$ cat config.mk
export PLATFORM = sky130hd
export DESIGN_NAME = uart_rx_sequencer
export DESIGN_NICKNAME = d
export VERILOG_FILES = /design/src/rtl/uart_pkg.sv /design/src/rtl/uart_bit_timer.sv /design/src/rtl/uart_rx_sequencer.sv
export SDC_FILE = /design/constraint.sdc
export NUM_CORES = 1
export LEC_CHECK = 0
export CORE_UTILIZATION = 58
export CTS_CLUSTER_SIZE = 30
export DETAILED_ROUTE_END_ITERATION = 8
export PLACE_DENSITY = 0.87
export RECOVER_POWER = 50
export SLEW_MARGIN = 20
export SYNTH_ARGS = -nofsm -noshare
export SYNTH_HDL_FRONTEND = slang
export SYNTH_HIERARCHICAL = 1
export SYNTH_SLANG_ARGS = --single-unit
$ cat constraint.sdc
create_clock -name BRGCLK -period 4.7 [get_ports BRGCLK]
set_clock_uncertainty 0.2 [all_clocks]
set_input_delay 0.47 -clock BRGCLK [delete_from_list [all_inputs] [get_ports BRGCLK]]
set_output_delay 0.47 -clock BRGCLK [all_outputs]
set_load 0.01 [all_outputs]
$ cat src/rtl/uart_pkg.sv
`default_nettype none
// +------------------------------------------------------------------+
// | Module  : uart_pkg                                               |
// | Brief   : Shared state encoding and defaults for the UART rx.    |
// | Revision: 1.0                                                    |
// +------------------------------------------------------------------+
package uart_pkg;

    localparam int c_DATA_BITS = 8;
    localparam int c_MIN_DIV   = 4;

    typedef enum logic [1:0] {
        ST_IDLE  = 2'd0,
        ST_START = 2'd1,
        ST_DATA  = 2'd2,
        ST_STOP  = 2'd3
    } state_t;

endpackage
`default_nettype wire

$ cat src/rtl/uart_bit_timer.sv
`default_nettype none
// +------------------------------------------------------------------+
// | Module  : uart_bit_timer                                         |
// | Brief   : 16-bit bit-period counter with half/full-bit ticks.    |
// | Revision: 1.0                                                    |
// +------------------------------------------------------------------+
module uart_bit_timer (
    input  logic        BRGCLK,
    input  logic        rst,
    input  logic        i_clr,
    input  logic [15:0] i_n,
    output logic        o_half_tick,
    output logic        o_full_tick
);

    logic [15:0] r_count;

    always_ff @(posedge BRGCLK or posedge rst) begin
        if (rst) begin
            r_count <= 16'd0;
        end else if (i_clr) begin
            r_count <= 16'd0;
        end else begin
            r_count <= r_count + 16'd1;
        end
    end

    // i_n is never below MIN_DIV, so neither terminal count underflows.
    assign o_half_tick = (r_count == ((i_n >> 1) - 16'd1));
    assign o_full_tick = (r_count == (i_n - 16'd1));

endmodule
`default_nettype wire

$ cat src/rtl/uart_rx_sequencer.sv
`default_nettype none
// +------------------------------------------------------------------+
// | Module  : uart_rx_sequencer                                      |
// | Brief   : UART receive FSM, shifter, holding register and flags. |
// | Revision: 1.0                                                    |
// +------------------------------------------------------------------+
module uart_rx_sequencer
    import uart_pkg::*;
#(
    parameter int DATA_BITS = c_DATA_BITS,
    parameter int MIN_DIV   = c_MIN_DIV
) (
    input  logic                 BRGCLK,
    input  logic                 rst,
    input  logic                 UxRX,
    input  logic                 rx_en,
    input  logic [15:0]          baud_div,
    input  logic                 rd,
    input  logic                 clr_err,
    output logic [DATA_BITS-1:0] rx_data,
    output logic                 UxRXIF,
    output logic                 FERR,
    output logic                 OERR,
    output logic                 busy
);

    localparam int c_IDX_W = (DATA_BITS > 1) ? $clog2(DATA_BITS) : 1;

    state_t               r_state;
    logic                 r_sync1;
    logic                 r_rx_s;
    logic                 r_rx_prev;
    logic [15:0]          r_n;
    logic [c_IDX_W-1:0]   r_bit_idx;
    logic [DATA_BITS-1:0] r_shift;
    logic [DATA_BITS-1:0] r_rx_data;
    logic                 r_rxif;
    logic                 r_ferr;
    logic                 r_oerr;
    logic                 r_busy;

    logic                 w_fall;
    logic [15:0]          w_n_eff;
    logic                 w_half;
    logic                 w_full;
    logic                 w_cnt_clr;

    always_ff @(posedge BRGCLK or posedge rst) begin
        if (rst) begin
            r_sync1   <= 1'b1;
            r_rx_s    <= 1'b1;
            r_rx_prev <= 1'b1;
        end else begin
            r_sync1   <= UxRX;
            r_rx_s    <= r_sync1;
            r_rx_prev <= r_rx_s;
        end
    end

    assign w_fall  = r_rx_prev & ~r_rx_s;
    assign w_n_eff = (baud_div < 16'(MIN_DIV)) ? 16'(MIN_DIV) : baud_div;

    // Counter restarts at every sample point and is parked at zero in IDLE.
    assign w_cnt_clr = !rx_en
                    || (r_state == ST_IDLE)
                    || ((r_state == ST_START) && w_half)
                    || (((r_state == ST_DATA) || (r_state == ST_STOP)) && w_full);

    uart_bit_timer u_bit_timer (
        .BRGCLK      (BRGCLK),
        .rst         (rst),
        .i_clr       (w_cnt_clr),
        .i_n         (r_n),
        .o_half_tick (w_half),
        .o_full_tick (w_full)
    );

    always_ff @(posedge BRGCLK or posedge rst) begin
        if (rst) begin
            r_state   <= ST_IDLE;
            r_busy    <= 1'b0;
            r_n       <= 16'(MIN_DIV);
            r_bit_idx <= '0;
            r_shift   <= '0;
            r_rx_data <= '0;
            r_rxif    <= 1'b0;
            r_ferr    <= 1'b0;
            r_oerr    <= 1'b0;
        end else begin
            // Clears come first so a same-cycle set below takes priority.
            if (clr_err) begin
                r_ferr <= 1'b0;
                r_oerr <= 1'b0;
            end
            if (rd) begin
                r_rxif <= 1'b0;
            end

            if (!rx_en) begin
                r_state <= ST_IDLE;
                r_busy  <= 1'b0;
            end else begin
                case (r_state)
                    ST_IDLE: begin
                        if (w_fall) begin
                            r_state <= ST_START;
                            r_busy  <= 1'b1;
                            r_n     <= w_n_eff;
                        end
                    end
                    ST_START: begin
                        if (w_half) begin
                            if (!r_rx_s) begin
                                r_state   <= ST_DATA;
                                r_bit_idx <= '0;
                            end else begin
                                r_state <= ST_IDLE;
                                r_busy  <= 1'b0;
                            end
                        end
                    end
                    ST_DATA: begin
                        if (w_full) begin
                            r_shift   <= DATA_BITS'({r_rx_s, r_shift} >> 1);
                            r_bit_idx <= r_bit_idx + c_IDX_W'(1);
                            if (r_bit_idx == c_IDX_W'(DATA_BITS - 1)) begin
                                r_state <= ST_STOP;
                            end
                        end
                    end
                    ST_STOP: begin
                        if (w_full) begin
                            r_state <= ST_IDLE;
                            r_busy  <= 1'b0;
                            if (!r_rx_s) begin
                                r_ferr <= 1'b1;
                            end
                            if (!r_rxif || rd) begin
                                r_rx_data <= r_shift;
                                r_rxif    <= 1'b1;
                            end else begin
                                r_oerr <= 1'b1;
                            end
                        end
                    end
                    default: begin
                        r_state <= ST_IDLE;
                        r_busy  <= 1'b0;
                    end
                endcase
            end
        end
    end

    assign rx_data = r_rx_data;
    assign UxRXIF  = r_rxif;
    assign FERR    = r_ferr;
    assign OERR    = r_oerr;
    assign busy    = r_busy;

endmodule
`default_nettype wire

==> results_dict.tcl, run 1 <==
set metrics [dict create \
    yosys_warnings 6 \
    fp.dieW_microns 81.7 \
    cap_viol_max_count 0 \
    postSynth.asyncResetShare 1.00 \
    seqCellArea_sq_mm 0.00151 \
    grt_pass1_vias 2661 \
    core_area_sq_mm 0.00603 \
    syn_nets 378 \
    mostFrequentLayoutCells "dfrtp_1 (56), xnor2_1 (38), clkdlybuf4s50_1 (28)" \
    synth_top_family_by_area "simple AND/OR/NAND/NOR gates" \
    cts-root-buf "clkbuf_8" \
    clock-sinks 60 \
    status "finished clean" \
    synth_xor_area_frac 0.128 \
    die_area_sq_mm 0.00668 \
    hold_violations 0 \
    vdd_ir_drop_max_mv 0.333 \
    drive_gt1_frac 0.174 \
    worstSetupStartpointType "flop" \
    hpwl_microns 5750 \
    wl_met2_microns 3890 \
    initial_core_util 0.612 \
    leakagePower_nw 1.75 \
    rsz0062_at_grt "false" \
    grt_overflow_total 0 \
    clk_pin_slew_ps 70 \
    cts_buffer_depth 2 \
    multi_input_area_sq_mm 0.00200 \
    synth-seq-area-share 0.409 \
    dr.max_layer_used "met4" \
    grt_use_total 0.259 \
    muxShareOfSynthArea 0.119 \
    whs_ps 164 \
    tns_ps 0 \
    fillers 443 \
    total_power_mw 1.48 \
    avgViaCountPerCell 5.88 \
    critical_path_arrival_ps 4190 \
    p_switching_mw 0.428 \
    synth_edf_count 0 \
    synth.distinct_cells 59 \
    final_net_count 402 \
    hold_path.class "flop to flop" \
    setup_viol 0 \
    dr_wl_met3_microns 522 \
    m1WireLength_microns 3410 \
    post_cts_buffers 0 \
    period_minus_slack_ps 4170 \
    postSynthAreaPerCell_sq_um 10.5 \
    layout_setup_ws_ps 532 \
    p_clk_frac 0.364 \
    cts_tree "done" \
    drc 0 \
    grt_first_pass_wirelength_microns 12600 \
    crit_type "flop to flop" \
    seq_power_share 0.437 \
    internal_power_mw 1.05 \
    swShare 0.290 \
    postLayoutCoreUtil 0.700 \
    cts_buffers 9 \
    cts-resized-gates 0 \
    worst-path-max-fanout 8 \
    critPathCaptureType "flop" \
    vias 2669 \
    wirelength_microns 8020 \
    clk_latency_ps 340 \
    worst_pin_slew_ps 1230 \
    critPathRequiredTime_ps 4720 \
    synthSimpleGateAreaFrac 0.214 \
    ctsHtreeMaxLevel 3 \
    maxSlewViolCount 0 \
    grt_antenna_before_repair 0 \
    combPwrFrac 0.199 \
    row_count 28 \
    grt_max_degree 24 \
    synth_compound_area_frac 0.0614 \
    mostFrequentLayoutCell "dfrtp_1" \
    ant_nets 0 \
    relSlewSlack 0.182 \
    ys.flop_type "dfrtp_1" \
    min_period_over_period 0.887 \
    io_buffers 33 \
    synth_fa_ha_area_frac 0.0204 \
    drtIter0Drc 125 \
    place_ws_ps 682 \
    area_growth_syn_to_layout_pct 14.5 \
    syn_inst 350 \
    power_density_mw_per_mm2 350 \
    clock.fmax_ghz 0.240 \
    gp_congestion 0.850 \
    ctsHoldBuffers 0 \
    synth_seq_cells 60 \
    reg2reg_depth 11 \
    syn_area_sq_mm 0.00369 \
    die_y_microns 81.7 \
    n_antenna_cell 0 \
    io_pins 34 \
    hold_depth 0 \
    dr.pass1.iters 4 \
    wl_per_cell_microns 17.7 \
]
-- worst max-delay path: stages (launching register included) --
cell,delay [ps]
dfstp_2,600
inv_1,100
ha_1,220
a21boi_0,510
nand3_1,170
xnor2_1,200
o2111ai_1,160
a2111oi_1,440
buf_4,240
nand4_1,200
nor2b_1,590
mux2_2,410
-- cell usage after synthesis, drive strengths merged (2+ instances only) --
cell	count	area [sq um]
dfrtp	56	1400
xnor2	38	333
mux2	32	387
nand2	25	96.4
nor2	23	86.3
nand3	17	90.1
xor2	16	140
buf	13	108
nor4	11	111
clkbuf	10	37.5
inv	9	33.8
nand4	8	50.1
nor2b	8	50.1
o21ai	8	43.8
a21oi	6	30.0
ha	6	75.1
nor3b	6	56.3
nand3b	5	37.5
or3	5	31.3
and3	4	25.0
dfstp	4	105
nor3	4	25.0
a2111oi	3	33.8
mux2i	3	30.0
nand2b	3	18.8
o2bb2ai	3	26.3
a21o	2	15.0
and3b	2	17.5
nor4b	2	32.5
o22ai	2	12.5
-- final cells by class --
cell class	instances	area share
Multi-Input combinational cell	258	0.474
Inverter	9	0.00800
Timing Repair Buffer	36	0.0827
Tap cell	75	0.0222
Clock buffer	12	0.0391
Sequential cell	60	0.357
Clock inverter	4	0.0166
-- power groups by stage --
stage / clock (mW) / combinational (mW) / sequential [mW]
after floorplan: 0 / 0.285 / 0.595
after global placement: 0 / 0.279 / 0.651
after detailed placement: 0 / 0.286 / 0.654
after CTS: 0.545 / 0.292 / 0.645
after global routing: 0.565 / 0.319 / 0.652
final: 0.537 / 0.293 / 0.646
-- through the flow --
step / instances / cell area (sq um)
after floorplan: 350 / 3690
after global placement: 438 / 3990
after detailed placement: 438 / 3990
after CTS: 454 / 4220
after global routing: 454 / 4220
final: 454 / 4220
-- registers in the layout (all words and copies together), names as in the netlist --
name / flops
r_n: 16
u_bit_timer/r_count: 16
r_shift: 8
rx_data: 8
r_bit_idx: 3
r_state: 2
FERR: 1
OERR: 1
UxRXIF: 1
busy: 1
r_rx_prev: 1
r_rx_s: 1
r_sync1: 1
-- logic make-up (layout without fill, tap and decap cells) --
group,Yosys count,in the layout
buffers and inverters,32,61
AOI/OAI and AO/OA,32,32
DFF,60,60
xor gates and xnor gates,54,54
adders and majority gates,6,6
and+or+nand+nor,130,130
muxes,36,36
-- path summary, 6_finish.rpt --
check | from | to | slack (ps)
worst max-delay path | r_n[2] | rx_data[4] | 530
worst min-delay path | r_sync1 | r_rx_s | 160
worst max register to register | r_n[2] | rx_data[4] | 530
worst min register to register | r_sync1 | r_rx_s | 160
max in group asynchronous | rst | r_n[8] | 2160
min in group asynchronous | rst | u_bit_timer/r_count[3] | 470
-- routing by layer --
| layer | GRT usage | vias to the layer above |
|---|---|---|
| li1 | - | 1274 |
| met1 | 0.311 | 1281 |
| met2 | 0.431 | 91 |
| met3 | 0.0756 | 23 |
| met4 | 0.111 | 0 |
| met5 | 0 | - |
Note: power is estimated with default switching activity, not from simulation.
==> run 2: changes to the inputs <==
Settings changed: SETUP_SLACK_MARGIN set to 0.15.
==> results of run 2 <==
Same layout as run 1: the final DEF is identical, and so are final timing and power.
==> run 3: changes to the inputs <==
Settings changed: ABC_AREA set to 1.
==> run 3 against run 2 <==
The flow now finishes with violations (max-capacitance violations, max-slew violations). Critical path depth up 4. Register-to-register slack improved by 1100 ps. First-iteration DRC count is 120% higher. Power is 48% higher. Die area increased by 4.7%. Synthesized area increased by 4.9%. Fmax rose by 34%. Final cell count up 39%. Global-route usage increased by 1.2 points. Core utilization is 0.93 points lower. Highest routed layer unchanged. Sequential power rose by 24%.
==> results_dict.tcl, run 3 <==
set metrics [dict create \
    synthTopCellsByArea "dfrtp_1 (36%), nand2_1 (16%), nor2_1 (5.9%)" \
    tns_ps 0 \
    critical_path_arrival_ps 3120 \
    leakagePower_nw 2.09 \
    postLayoutCoreUtil 0.691 \
    clock-sinks 60 \
    core_area_sq_mm 0.00639 \
    io_pins 34 \
    post_cts_buffers 0 \
    yosys_warnings 6 \
    rsz0062_at_grt "false" \
    synth_seq_cells 60 \
    drc 0 \
    violations "max-capacitance violations, max-slew violations" \
    mostFrequentLayoutCells "nand2_1 (162), nor2_1 (62), dfrtp_1 (56)" \
    grt_use_total 0.271 \
    reg2reg_depth 15 \
    placedCellCount 616 \
    vdd_ir_drop_max_mv 0.346 \
    fin_area_sq_mm 0.00441 \
    dr.pass1.iters 5 \
    hold_path.class "flop to flop" \
    hold_violations 0 \
    synth_commonest_cells "nand2_1 (162), nor2_1 (61), dfrtp_1 (56)" \
    clock.fmax_ghz 0.321 \
    drive_gt1_frac 0.126 \
    n_antenna_cell 0 \
    grt_overflow_total 0 \
    gp_congestion 0.961 \
    cts-resized-gates 0 \
    grt_max_degree 45 \
    ant_nets 0 \
    worstSetupStartpointType "flop" \
    cts_buffer_depth 2 \
    synth_top_area_cell "dfrtp_1" \
    fillers 513 \
    critPathRequiredTime_ps 4700 \
    ys.flop_type "dfrtp_1" \
    cts_tree "done" \
    place_area_sq_mm 0.00422 \
    io_buffers 33 \
    min_period_over_period 0.662 \
    status "finished, violations left" \
    grt_pass1_vias 3192 \
    netlist.area_leader.share 0.362 \
    cts-root-buf "clkbuf_8" \
    grt_antenna_before_repair 0 \
    final_net_count 578 \
    syn_inst 517 \
    hold_depth 0 \
    maxSlewViolCount 45 \
    postSynth.asyncResetShare 1.00 \
    avgViaCountPerCell 5.36 \
    die_area_sq_mm 0.00700 \
    drtIter0Drc 279 \
    die_y_microns 83.6 \
    wl_per_cell_microns 14.0 \
    ctsHoldBuffers 0 \
    postSynthAreaPerCell_sq_um 7.48 \
    synth-seq-area-share 0.390 \
    cts_buffers 9 \
    worst_pin_slew_ps 2340 \
    setup_viol 0 \
    syn_area_sq_mm 0.00387 \
    syn_nets 545 \
    vias 3387 \
    period_minus_slack_ps 3110 \
    clk_latency_ps 350 \
    hpwl_microns 6680 \
    yosysMostFrequentCell "nand2_1" \
    grt_first_pass_wirelength_microns 14900 \
    mostFrequentLayoutCell "nand2_1" \
    crit_type "flop to flop" \
    final_cells 632 \
    top_regs "r_n (16), u_bit_timer/r_count (16)" \
    relSlewSlack -0.561 \
    worst-path-max-fanout 9 \
    fp.dieW_microns 83.6 \
    synth.distinct_cells 31 \
    area_growth_syn_to_layout_pct 14.1 \
    ctsHtreeMaxLevel 3 \
    cap_viol_max_count 1 \
    row_count 29 \
    whs_ps 163 \
    critPathCaptureType "flop" \
    initial_core_util 0.605 \
    clk_pin_slew_ps 70 \
    power_density_mw_per_mm2 496 \
    wirelength_microns 8850 \
    synth_edf_count 0 \
]
-- run 3: logic make-up after synthesis --
group,synth area share
and+or+nand+nor,0.340
buffers and inverters,0.0790
DFF,0.390
AOI/OAI and AO/OA,0.0790
xor gates and xnor gates,0.0929
adders and majority gates,0.0194
-- run 3: report_power, final --
part	internal [mW]	switching, mW	total (mW)
Clock	0.262	0.222	0.485
Sequential	0.606	0.198	0.804
Combinational	0.351	0.548	0.898
-- run 3: final cells by class --
class	instances	area (sq um)	share of cell area
Timing Repair Buffer	34	334	0.0757
Clock inverter	6	71.3	0.0162
Sequential cell	60	1510	0.341
Inverter	58	220	0.0499
Clock buffer	10	138	0.0312
Tap cell	77	96.3	0.0218
Multi-Input combinational cell	387	2050	0.464
-- run 3: path summary, 6_finish.rpt --
path / slack [ps] / start / to
max reg2reg: 1590 / r_n[2] / u_bit_timer/r_count[7]
max in group asynchronous: 1710 / rst / r_n[8]
min in group asynchronous: 460 / rst / u_bit_timer/r_count[1]
min: 160 / r_sync1 / r_rx_s
max: 1590 / r_n[2] / u_bit_timer/r_count[7]
min reg2reg: 160 / r_sync1 / r_rx_s
-- run 3: through the flow --
step | power, mW | setup slack, ps
after global routing | 2.34 | 1110
after floorplan | 1.47 | 2090
after detailed placement | 1.69 | 1670
after global placement | 1.66 | 1690
final | 2.19 | 1590
after CTS | 2.18 | 1650
-- run 3: worst max-delay path, cell delays in order, from the launching register on --
cell and delay (ps):
dfstp_2 570, inv_1 90, ha_1 240, nand2_1 130, nand2_1 140, nor2_2 230, nand2_1 100, xor2_1 150
nor2_1 130, nand3_1 90, nor2_1 160, a21oi_1 110, nand2_1 240, inv_1 200, o21ai_0 120, a21oi_1 60
-- run 3: per-layer routing --
layer / share of wire / GRT usage / up-vias
met3: 0.059 / 0.0465 / 18
li1: - / - / 1679
met5: 0 / 0 / -
met2: 0.47 / 0.434 / 111
met1: 0.46 / 0.371 / 1579
met4: 0.015 / 0.0971 / 0
